File: src/rtl/bs_pkg.sv
// Shared definitions for the bus-system generator (round-robin variant).
// Holds the FSM state type, packet field offsets, the default broadcast
// target value and the destination-mask builder used in DECODE.
package bs_pkg;

  typedef enum logic [2:0] {
    ST_IDLE   = 3'd0,
    ST_POP    = 3'd1,
    ST_DECODE = 3'd2,
    ST_WAIT   = 3'd3,
    ST_PUSH   = 3'd4
  } state_t;

  // Largest supported driver count; masks are built at this width and
  // truncated by the user.
  localparam int MAX_DRVRS = 16;

  // Field MSBs expressed as distance below the packet width:
  // the field MSB sits at bit index PCKG_SZ - <X>_MSB.
  localparam int TGT_MSB = 1;
  localparam int SRC_MSB = 9;
  localparam int ID_MSB  = 17;

  localparam logic [7:0] BROADCAST_DFLT = 8'hFF;

  // Destination mask for a packet from driver 'grant' addressed to 'target'.
  // Broadcast hits every driver except the source; a target below drvrs is
  // one-hot (self-addressing allowed); anything else yields an empty mask.
  function automatic logic [MAX_DRVRS-1:0] build_dest_mask(
    input logic [7:0] target,
    input logic [3:0] grant,
    input int         drvrs,
    input logic [7:0] bcast
  );
    logic [MAX_DRVRS-1:0] mask;
    mask = '0;
    for (int i = 0; i < MAX_DRVRS; i++) begin
      if (i < drvrs) begin
        if (target == bcast) begin
          mask[i] = (i != int'(grant));
        end else begin
          mask[i] = (int'(target) == i);
        end
      end else begin
        mask[i] = 1'b0;
      end
    end
    return mask;
  endfunction

endpackage

File: src/rtl/rr_arbiter.sv
// Combinational rotating-priority arbiter.
// Ports:
//   req  in  DRVRS  request vector
//   ptr  in  GW     index of the highest-priority requester
//   gnt  out DRVRS  one-hot grant (all zero when no request)
//   idx  out GW     index of the granted requester
// The priority pointer register lives in the parent.
module rr_arbiter #(
  parameter int DRVRS = 4,
  parameter int GW    = 2
) (
  input  logic [DRVRS-1:0] req,
  input  logic [GW-1:0]    ptr,
  output logic [DRVRS-1:0] gnt,
  output logic [GW-1:0]    idx
);

  // Scan from ptr upward with wrap; the first set request wins.
  always_comb begin
    logic found;
    int   j;
    gnt   = '0;
    idx   = '0;
    found = 1'b0;
    j     = 0;
    for (int k = 0; k < DRVRS; k++) begin
      j = int'(ptr) + k;
      if (j >= DRVRS) begin
        j = j - DRVRS;
      end else begin
        j = j;
      end
      if (!found && req[j]) begin
        found  = 1'b1;
        gnt[j] = 1'b1;
        idx    = GW'(j);
      end else begin
        found = found;
      end
    end
  end

endmodule

File: src/rtl/bs_gnrtr_rr.sv
// Bus-system generator with round-robin arbitration.
// Pops one packet at a time from DRVRS first-word-fall-through driver FIFOs,
// decodes its target byte and pushes it to one destination or, for
// broadcast, to every driver except the source. Unknown targets are dropped
// and counted. All outputs come straight from registers.
// Ports:
//   clk      in  1              rising-edge clock
//   reset    in  1              asynchronous active-low reset
//   pndng    in  DRVRS          driver FIFO i has a packet at its head
//   D_pop    in  DRVRS*PCKG_SZ  head packets, lane i at [i*PCKG_SZ +: PCKG_SZ]
//   full     in  DRVRS          destination FIFO i cannot accept a push
//   pop      out DRVRS          one-cycle pop strobe
//   push     out DRVRS          one-cycle push strobe
//   D_push   out DRVRS*PCKG_SZ  pushed packet, replicated on every lane
//   drop_cnt out CNT_W          saturating count of dropped packets
//   busy     out 1              FSM is outside IDLE
module bs_gnrtr_rr
  import bs_pkg::*;
#(
  parameter int         DRVRS     = 4,
  parameter int         PCKG_SZ   = 128,
  parameter logic [7:0] BROADCAST = BROADCAST_DFLT,
  parameter int         CNT_W     = 16
) (
  input  logic                       clk,
  input  logic                       reset,
  input  logic [DRVRS-1:0]           pndng,
  input  logic [DRVRS*PCKG_SZ-1:0]   D_pop,
  input  logic [DRVRS-1:0]           full,
  output logic [DRVRS-1:0]           pop,
  output logic [DRVRS-1:0]           push,
  output logic [DRVRS*PCKG_SZ-1:0]   D_push,
  output logic [CNT_W-1:0]           drop_cnt,
  output logic                       busy
);

  localparam int GW = $clog2(DRVRS);

  state_t               state_r, state_nxt_s;
  logic [GW-1:0]        ptr_r, ptr_nxt_s;
  logic [GW-1:0]        grant_r, grant_nxt_s;
  logic [DRVRS-1:0]     gnt_r, gnt_nxt_s;
  logic [PCKG_SZ-1:0]   pkt_r, pkt_nxt_s;
  logic [DRVRS-1:0]     dest_r, dest_nxt_s;
  logic [DRVRS-1:0]     pop_r, pop_nxt_s;
  logic [DRVRS-1:0]     push_r, push_nxt_s;
  logic [PCKG_SZ-1:0]   dpush_r, dpush_nxt_s;
  logic [CNT_W-1:0]     drop_r, drop_nxt_s;
  logic                 busy_r;

  logic [DRVRS-1:0]     arb_gnt_s;
  logic [GW-1:0]        arb_idx_s;
  logic [7:0]           tgt_s;
  logic [DRVRS-1:0]     dest_mask_s;
  logic [GW-1:0]        ptr_adv_s;

  rr_arbiter #(
    .DRVRS (DRVRS),
    .GW    (GW)
  ) u_arb (
    .req (pndng),
    .ptr (ptr_r),
    .gnt (arb_gnt_s),
    .idx (arb_idx_s)
  );

  assign tgt_s       = pkt_r[PCKG_SZ-TGT_MSB -: 8];
  assign dest_mask_s = DRVRS'(build_dest_mask(tgt_s, 4'(grant_r), DRVRS, BROADCAST));
  // The just-served driver becomes lowest priority.
  assign ptr_adv_s   = (grant_r == GW'(DRVRS-1)) ? '0 : grant_r + GW'(1);

  // Next-state and next-register values for the whole transfer sequence.
  always_comb begin
    state_nxt_s = state_r;
    ptr_nxt_s   = ptr_r;
    grant_nxt_s = grant_r;
    gnt_nxt_s   = gnt_r;
    pkt_nxt_s   = pkt_r;
    dest_nxt_s  = dest_r;
    pop_nxt_s   = '0;
    push_nxt_s  = '0;
    dpush_nxt_s = dpush_r;
    drop_nxt_s  = drop_r;
    case (state_r)
      ST_IDLE: begin
        if (|pndng) begin
          grant_nxt_s = arb_idx_s;
          gnt_nxt_s   = arb_gnt_s;
          state_nxt_s = ST_POP;
        end else begin
          state_nxt_s = ST_IDLE;
        end
      end
      ST_POP: begin
        // Head word is valid before the pop (fall-through), so capture now.
        pop_nxt_s   = gnt_r;
        pkt_nxt_s   = D_pop[int'(grant_r)*PCKG_SZ +: PCKG_SZ];
        state_nxt_s = ST_DECODE;
      end
      ST_DECODE: begin
        // An empty mask is exactly the unknown-target case.
        if (|dest_mask_s) begin
          dest_nxt_s  = dest_mask_s;
          state_nxt_s = ST_WAIT;
        end else begin
          dest_nxt_s  = '0;
          ptr_nxt_s   = ptr_adv_s;
          state_nxt_s = ST_IDLE;
          if (drop_r != {CNT_W{1'b1}}) begin
            drop_nxt_s = drop_r + {{(CNT_W-1){1'b0}}, 1'b1};
          end else begin
            drop_nxt_s = drop_r;
          end
        end
      end
      ST_WAIT: begin
        // All destinations must be free together: no partial broadcast.
        if ((dest_r & full) == '0) begin
          push_nxt_s  = dest_r;
          dpush_nxt_s = pkt_r;
          state_nxt_s = ST_PUSH;
        end else begin
          state_nxt_s = ST_WAIT;
        end
      end
      ST_PUSH: begin
        ptr_nxt_s   = ptr_adv_s;
        state_nxt_s = ST_IDLE;
      end
      default: begin
        state_nxt_s = ST_IDLE;
      end
    endcase
  end

  // State and datapath registers.
  always_ff @(posedge clk or negedge reset) begin
    if (!reset) begin
      state_r <= ST_IDLE;
      ptr_r   <= '0;
      grant_r <= '0;
      gnt_r   <= '0;
      pkt_r   <= '0;
      dest_r  <= '0;
      pop_r   <= '0;
      push_r  <= '0;
      dpush_r <= '0;
      drop_r  <= '0;
      busy_r  <= 1'b0;
    end else begin
      state_r <= state_nxt_s;
      ptr_r   <= ptr_nxt_s;
      grant_r <= grant_nxt_s;
      gnt_r   <= gnt_nxt_s;
      pkt_r   <= pkt_nxt_s;
      dest_r  <= dest_nxt_s;
      pop_r   <= pop_nxt_s;
      push_r  <= push_nxt_s;
      dpush_r <= dpush_nxt_s;
      drop_r  <= drop_nxt_s;
      busy_r  <= (state_nxt_s != ST_IDLE);
    end
  end

  assign pop      = pop_r;
  assign push     = push_r;
  assign D_push   = {DRVRS{dpush_r}};
  assign drop_cnt = drop_r;
  assign busy     = busy_r;

endmodule

File: config.mk
export PLATFORM = sky130hd
export DESIGN_NAME = bs_gnrtr_rr
export DESIGN_NICKNAME = d
export VERILOG_FILES = /design/src/rtl/bs_pkg.sv /design/src/rtl/rr_arbiter.sv /design/src/rtl/bs_gnrtr_rr.sv
export SDC_FILE = /design/constraint.sdc
export NUM_CORES = 1
export LEC_CHECK = 0
export ABC_CLOCK_PERIOD_IN_PS = 6400
export BUFFER_PORTS_ARGS = -buffer_cell sky130_fd_sc_hd__buf_4
export CAP_MARGIN = 20
export CORE_AREA = 4 4 416 418
export DETAILED_ROUTE_END_ITERATION = 10
export DIE_AREA = 0 0 420 422
export GPL_TIMING_DRIVEN = 0
export MAX_ROUTING_LAYER = met4
export SETUP_SLACK_MARGIN = 0.2
export SLEW_MARGIN = 20
export SYNTH_ARGS = -nofsm -noshare
export SYNTH_HDL_FRONTEND = slang
export SYNTH_HIERARCHICAL = 1
export SYNTH_SLANG_ARGS = --single-unit
File: constraint.sdc
create_clock -name clk -period 6.4 [get_ports clk]
set_input_delay 0.32 -clock clk [delete_from_list [all_inputs] [get_ports clk]]
set_output_delay 0.32 -clock clk [all_outputs]
set_load 0.01 [all_outputs]
# == Yosys cells after proc, flatten, opt, wreduce, memory -nomap -nowiden ==
# Cells that the tools add are included.
# classes
addsub,9
multipliers,0
div_mod_pow,0
order_cmp,12
n_eq_ne,14
shift,1
mux,50
n_bitwise,5
n_reduce_logical,22
# op_table
operator,count
$shiftx 512x10->128,1
$ge 32x1->1 const B,4
$lt 32x4->1 const B,4
$mux 32,4
$ge 32x4->1 const B,3
$sub 32x4->32 const B,3
$mux 4,8
$mux 1,20
$add 16x1->16 const B,1
$eq 8x3->1 const B,2
$ne 16x16->1 const B,1
$mux 2,7
$or 4x4->4,3
$pmux 3 s4,1
$bmux 1 s2,4
$demux 1 s2,4
$eq 8x2->1 const B,1
$eq 8x8->1 const B,1
$logic_not 8->1,1
$reduce_or 4->1,2
$logic_and 1x1->1,7
$add 2x2->3 const B,2
$eq 3x2->1 const B,2
$reduce_and 2->1,3
20 further kinds,24
# totals
reg_bits,296
latchBits,0
ramBits,0
romBits,0
output_inout_bits,537
wordCells,124
n_memories,0

# == Depth between registers and ports, before layout ==
# Gate-level depths: netlist of run 1.
# depth
ltp_word,15
ltp_mapped,11
depth_no_buf,7

# == Hierarchy ==
# The synthesis of run 1 kept the hierarchy.
# by_module_without_submodules
module,n_inst,cells_each,area_each_um2
bs_gnrtr_rr,1,1265,17405.4
rr_arbiter,1,68,526.8

# == Least setup slack after synthesis of run 1 ==
# Ideal clock, no wire load.
# synth_path
path_kind,register to register
start,register grant_r[0]
end,"register drop_r[4], in the netlist drop_cnt[4]"
setup_time_ns,0.132
arrival_time_ns,2.351
required_time_ns,6.268
slack_ns,3.917
stages_incl_launch_ff,12
n_path_buf,4
period_less_slack_ns,2.483
cell_sequence,dfrtp_1 clkbuf_1 buf_2 buf_1 inv_1 ha_1 nand4_1 nand2_1 o211ai_2 buf_2 nor3_1 xor2_1
# synth_via
elab_chain_cells,5
# synth_rtl
item,line_no,text
from (decl),bs_gnrtr_rr.sv:41,"logic [GW-1:0] grant_r, grant_nxt_s;"
from (signal assigned),bs_gnrtr_rr.sv:153,grant_r <= grant_nxt_s;
"$ne 2x2->1, or another cell as far along",bs_pkg.sv:40,mask[i] = (i != int'(grant));
$mux 1,bs_pkg.sv:39,if (target == bcast) begin
$reduce_or 4->1 *,bs_gnrtr_rr.sv:102,if (|dest_mask_s) begin
$not 1->1 (no line) *,-,
$reduce_and 3->1 (no line) *,-,
to (signal assigned),bs_gnrtr_rr.sv:160,drop_r <= drop_nxt_s;
to (decl),bs_gnrtr_rr.sv:48,"logic [CNT_W-1:0] drop_r, drop_nxt_s;"
# Every way passes the cells marked *; elsewhere a longest branch is shown, timed or not.
# A chain may end at the register's enable or synchronous reset.

# == Worst setup path after layout of run 1 ==
# layout_path
start,register grant_r[0]
end,"register drop_r[9], in the netlist drop_cnt[9]"
# Same word-level chain as after synthesis.

==> impl_metrics.py, run 1 <==
metrics = {
    "pwr": {
        "leakagePower_uw": 0.0142,
        "p_sw_uw": 6860,
        "swShare_pct": 40.5,
        "comb_power_share_pct": 59.4,
        "pwr-share-seq_pct": 26.1,
        "power.internal_uw": 10100,
        "irDropWorstVdd_uv": 230,
        "power.density_nw_per_um2": 559,
        "clock_power_share_pct": 14.5,
    },
    "setup_path": {
        "critical-path-max-stage-delay_ps": 660,
        "cpMostUsedCell": "buf_2",
        "crit_path_max_fanout": 10,
        "crit_type": "register to register",
        "worst_ep_arrival_time_ps": 4480,
        "worstPathRequired_ps": 6860,
        "critPathCaptureType": "register",
        "crit_chain": "clkbuf_1 > buf_2 > buf_2 > inv_1 > ha_1 > nand4_1 > nand2_1 > o211ai_2 > buf_2 > nor3_1 > xor2_1",
        "cpMaxStageDelayCell": "buf_2",
        "setup.worst_path.start_class": "register",
    },
    "yosys": {
        "synth_edf_count": 0,
        "synthDistinctLibCells": 54,
        "synth_area_leader_cell": "dfrtp_1",
        "yosysTopAreaCellShare_pct": 41.3,
        "yosysWarningCount": 6,
        "synth_common_cells": "buf_4 (387), dfrtp_1 (296), mux2_2 (226)",
        "netlist_instances": 1333,
        "ys_seq_area_share_pct": 41.3,
        "syn-num-nets": 1868,
        "ys.flop_type": "dfrtp_1",
        "netlist_area_um2": 17900,
        "yosysMostFrequentCell": "buf_4",
        "ys_ff_latch": 296,
        "async_reset_ff_share_pct": 100,
        "synth.area.top_cells": "dfrtp_1 (41%), mux4_2 (16%), buf_4 (16%)",
        "syn_avg_cell_area_um2": 13.5,
    },
    "die": {
        "coreArea_um2": 169000,
        "die_x_um": 420,
        "start_util_pct": 10.6,
        "die-area_um2": 177000,
        "row_count": 151,
        "boundaryPins": 1059,
        "die_y_um": 422,
    },
    "routing": {
        "drtIter0Drc": 880,
        "drt-total-wl_mm": 117,
        "drc": 0,
        "postRouteAntennaNets": 0,
        "num_vias": 15200,
        "wl_per_cell_um": 24.8,
        "avgViaCountPerCell": 3.24,
        "drtPass1Iterations": 5,
    },
    "hold_path": {
        "hold_class": "input port to register",
    },
    "sta": {
        "max_slew.worst_pin.slew_ps": 998,
        "timing.final.ws_setup_ps": 2370,
        "skew_ps": 24.6,
        "fin_crit_ps": 4030,
        "post-route-period-util_pct": 62.9,
        "rsz0062_at_grt": "no",
        "setup_tns_ps": 0,
        "whs_ps": 172,
        "setup_viol_count_final": 0,
        "drv_slew": 0,
        "max_freq_mhz": 248,
        "hold_violations": 0,
        "relSlewSlack_pct": 33.4,
    },
    "grt": {
        "grt_first_pass_wirelength_mm": 149,
        "grt_max_degree": 91,
        "antenna_found_initial": 35,
        "grt_pass1_vias": 15600,
        "overflow": 0,
        "track_usage_pct": 12.9,
    },
    "cts": {
        "clock_path_buffers": 3,
        "cts-root-buf": "clkbuf_16",
        "clkSlewWorstSetupHoldPaths_ps": 60,
        "postCtsHoldBufs": 1,
        "tritoncts": "yes",
        "cts_resized": 0,
        "cts.sinks": 296,
        "h-tree-depth": 2,
        "worstSkewPairLatency_ps": 600,
        "cts_buffers": 42,
        "cts_setup_buffers": 0,
    },
    "place": {
        "port_buffers": 1058,
        "dpl.hpwl_mm": 99.7,
        "place_congestion": 0.890,
        "placed_area_um2": 28900,
        "dpl_worst_slack_ps": 2010,
    },
    "job": {
        "maxCapViolCount": 0,
    },
    "finish": {
        "filler_cell_count": 18600,
        "finalCoreUtilization_pct": 17.9,
        "syn_to_final_growth_pct": 69.1,
        "drive_gt1_share_pct": 79.9,
        "register_area_um2": 7410,
        "fin_nets": 2980,
        "stdcell_area_um2": 30300,
        "multiInputGateArea_um2": 7230,
    },
    "outcome": {
        "status": "finished, final reports clean",
    },
}
## flip-flops by register name, summed over array words and instances, names as in the netlist
register  count
drop_cnt     16
dpush_r     128
dest_r        4
ptr_r         2
gnt_r         4
busy          1
state_r       3
pop           4
pkt_r       128
grant_r       2
push          4
## area by class of cell
class | count | share of cell area, %
clock inverter | 17 | 0.730
clock buffer | 55 | 3.93
buffer | 455 | 10.7
tap | 2218 | 9.15
inverter | 13 | 0.165
multi-input combinational | 569 | 23.9
antenna | 13 | 0.107
timing repair buffer | 1068 | 26.9
sequential | 296 | 24.4
## cells by family after synthesis
kind of cell | share of synthesized area (%)
flip-flops | 41.3
AO/OA/AOI/OAI | 1.91
adder cells (fa/ha/maj) | 0.907
multiplexers | 33.9
buffers and inverters | 18.4
AND/OR/NAND/NOR | 3.01
XOR/XNOR | 0.635
## worst paths after layout
check / startpoint / to / slack, ps / cells after the start
max: grant_r[0] / drop_cnt[9] / 2370 / 11
min: D_pop[16] / pkt_r[16] / 170 / 3
max reg2reg: grant_r[0] / drop_cnt[9] / 2370 / 11
min reg2reg: pkt_r[78] / dpush_r[78] / 480 / 1
max in group asynchronous: reset / pkt_r[56] / 5180 / 3
min in group asynchronous: reset / dpush_r[117] / 280 / 2
## metrics by stage
step,instances,power [uW]
floorplan,1333,9130
global placement,4609,14800
detailed placement,4618,14900
CTS,4691,17500
global route,4697,18000
finish,4704,17000
## worst max-delay path, delay by kind of cell (launching register included)
kind / cells / cell delay [ps]
simple gates: 3 / 330
fa+ha+maj: 1 / 250
xor+xnor: 1 / 160
compound gates: 1 / 580
buf+inv: 5 / 2200
flops: 1 / 380
## metal layers
layer | global-route usage, % | vias up | wire [um]
met4 | 2.42 | 0 | 2170
met2 | 22.7 | 671 | 60300
met3 | 2.65 | 107 | 7760
met5 | - | - | 0
met1 | 15.3 | 7762 | 46300
li1 | - | 6682 | -
## cell usage in the layout, fill, tap and decap left out, types with 8 or more instances in the layout
master and instances:
inv_1 12, xor2_1 12, nand2_1 22, clkbuf_1 25
clkbuf_16 43, buf_4 1446, buf_2 30, diode_2 13
mux4_2 131, nor3_1 8, clkbuf_2 12, nand3_1 9
mux2_2 226, dfrtp_1 296, nor2_1 18, o21ai_0 13
mux2_4 37, ha_1 13
## power by group through the flow
stage | Sequential [uW] | Combinational (uW) | Clock (uW)
after floorplan | 3650 | 5480 | 0
after global placement | 4510 | 10200 | 0
after detailed placement | 4540 | 10400 | 0
after CTS | 4520 | 10400 | 2600
after global routing | 4580 | 10800 | 2650
final | 4420 | 10100 | 2460
Power figures use the tool's default switching activity.
==> run 2: changes to the inputs <==
--- a/config.mk
+++ b/config.mk
@@ -5,12 +5,12 @@
 export SDC_FILE = /design/constraint.sdc
 export NUM_CORES = 1
 export LEC_CHECK = 0
-export ABC_CLOCK_PERIOD_IN_PS = 6400
+export ABC_CLOCK_PERIOD_IN_PS = 3250
 export BUFFER_PORTS_ARGS = -buffer_cell sky130_fd_sc_hd__buf_4
 export CAP_MARGIN = 20
-export CORE_AREA = 4 4 416 418
+export CORE_AREA = 4 4 411 413
 export DETAILED_ROUTE_END_ITERATION = 10
-export DIE_AREA = 0 0 420 422
+export DIE_AREA = 0 0 415 417
 export GPL_TIMING_DRIVEN = 0
 export MAX_ROUTING_LAYER = met4
 export SETUP_SLACK_MARGIN = 0.2
==> constraint.sdc (replaced) <==
create_clock -name clk -period 3.25 [get_ports clk]
set_input_delay 0.1625 -clock clk [delete_from_list [all_inputs] [get_ports clk]]
set_output_delay 0.1625 -clock clk [all_outputs]
set_load 0.01 [all_outputs]
==> run 2 against run 1 <==
Setup slack worse by 2000 ps. Core utilization grew 2.5 points. Count of clock-buffer cells in the layout decreased by 1. First-iteration DRC count rose by 18%. Clock skew is essentially flat. Critical path type unchanged. Largest power group unchanged. Highest routed layer unchanged.
==> impl_metrics.py, run 2 (synthesis gave the netlist of run 1 again) <==
metrics = {
    "outcome": {
        "status": "finished, final reports clean",
    },
    "setup_path": {
        "worstPathRequired_ps": 3730,
        "critical-path-max-stage-delay_ps": 570,
        "crit_path_max_fanout": 7,
        "setup.worst_path.start_class": "register",
        "worst_ep_arrival_time_ps": 3310,
        "crit_chain": "clkbuf_2 > clkbuf_1 > buf_6 > mux4_2 > dlygate4sd3_1 > mux2_2",
        "rrSetupSlack_ps": 420,
        "crit_type": "register to register",
        "critPathCaptureType": "register",
        "cpMaxStageDelayCell": "dlygate4sd3_1",
    },
    "place": {
        "place_congestion": 0.931,
        "placedCellCount": 4590,
        "port_buffers": 1058,
        "placed_area_um2": 28800,
        "dpl.hpwl_mm": 98.7,
    },
    "cts": {
        "worstSkewPairLatency_ps": 610,
        "h-tree-depth": 2,
        "cts.sinks": 296,
        "clock_path_buffers": 3,
        "clkSlewWorstSetupHoldPaths_ps": 60,
        "tritoncts": "yes",
        "cts_buffers": 41,
        "cts-root-buf": "clkbuf_16",
    },
    "hold_path": {
        "hold_class": "input port to register",
    },
    "die": {
        "start_util_pct": 10.9,
        "coreArea_um2": 165000,
        "die_x_um": 415,
        "boundaryPins": 1059,
        "die-area_um2": 173000,
        "die_y_um": 417,
        "row_count": 149,
    },
    "grt": {
        "overflow": 0,
        "antenna_found_initial": 36,
        "grt_first_pass_wirelength_mm": 155,
        "track_usage_pct": 13.4,
        "grt_max_degree": 92,
        "grt_pass1_vias": 17600,
    },
    "pwr": {
        "power.density_nw_per_um2": 1020,
        "leakagePower_uw": 0.0156,
        "irDropWorstVdd_uv": 560,
        "p_total_uw": 34300,
    },
    "routing": {
        "wl_per_cell_um": 23.7,
        "drt-total-wl_mm": 119,
        "drtIter0Drc": 1041,
        "postRouteAntennaNets": 0,
        "drtPass1Iterations": 5,
        "drc": 0,
        "num_vias": 16600,
        "avgViaCountPerCell": 3.30,
    },
    "sta": {
        "fin_crit_ps": 2830,
        "rsz0062_at_grt": "no",
        "drv_slew": 0,
        "setup_tns_ps": 0,
        "hold_violations": 0,
        "max_slew.worst_pin.slew_ps": 1010,
        "post-route-period-util_pct": 87.2,
        "skew_ps": 24.9,
        "relSlewSlack_pct": 32.7,
        "setup_viol_count_final": 0,
        "max_freq_mhz": 353,
    },
    "finish": {
        "fin_nets": 3306,
        "stdcell_count": 5016,
        "finalCoreUtilization_pct": 20.4,
        "mostFrequentLayoutCell": "buf_4",
        "drive_gt1_share_pct": 70.9,
        "final_cell_mix": "buf_4 (1450), dlygate4sd3_1 (324), dfrtp_1 (296), mux2_2 (226), mux4_2 (131)",
        "stdcell_area_um2": 33700,
        "syn_to_final_growth_pct": 87.8,
    },
    "job": {
        "maxCapViolCount": 0,
    },
}
## run 2: changes by cell type in the layout (fill, tap and decap cells not counted), moves of 2 or more
| cell | change |
|---|---|
| clkbuf_8 | +3 |
| dlygate4sd3_1 | +323 |
| inv_6 | +2 |
| buf_8 | +2 |
| clkinvlp_4 | +2 |
| buf_12 | +2 |
| buf_4 | +4 |
| buf_2 | -3 |
| clkinv_8 | +2 |
| diode_2 | +12 |
| clkbuf_16 | -2 |
| clkbuf_1 | -4 |
| clkinv_4 | -2 |
## run 2: layer usage
layer / global-route usage [%] / share of wire [%] / vias to the layer above
li1: - / - / 7354
met1: 14.9 / 38 / 8404
met2: 23.1 / 51 / 694
met3: 4.25 / 7.6 / 112
met4: 4.07 / 2.8 / 0
met5: - / 0 / -
## run 2: critical path: cells and delay by family, from the launching register on
| kind | cells | cell delay (ps) |
|---|---|---|
| buffers and inverters | 4 | 1490 |
| DFF | 1 | 460 |
| muxes | 2 | 770 |
## run 2: what timing repair did
item                                   in CTS  in global routing
hold buffers                              323                  1
pin swaps                                   1                  0
setup endpoints to repair                  58                 10
buffers inserted                            3                  0
endpoints found under the hold margin     305                  1
gates resized for setup                     7                  5
## run 2: cell type report
type	instances	area (um^2)
fill	17800	131000
timing repair buffer	1395	11400
sequential	296	7410
multi-input combinational	569	7240
buffer	455	3290
tap	2189	2740
clock buffer	54	1170
clock inverter	20	283
antenna	25	62.6
inverter	13	50.0
## run 2: path summary, 6_finish.rpt
path | cells after the start | start | end
min in group asynchronous | 2 | reset | dpush_r[116]
worst min-delay path | 3 | D_pop[168] | pkt_r[40]
worst min register to register | 1 | gnt_r[3] | pop[3]
max in group asynchronous | 4 | reset | pkt_r[11]
worst max register to register | 6 | grant_r[0] | pkt_r[112]
worst max-delay path | 6 | grant_r[0] | pkt_r[112]
## run 2: per-stage QoR
stage	setup slack, ps	hold WS, ps
6_report	417	46.8
5_1_grt	233	4.57
4_1_cts	184	0.689
3_5_place_dp	-968	122
3_3_place_gp	-2430	471
2_1_floorplan	767	-133
## run 2: power breakdown
group	internal, uW	total (uW)	switching (uW)
clock	2970	4910	1950
combinational	12100	20800	8740
sequential	5480	8590	3120
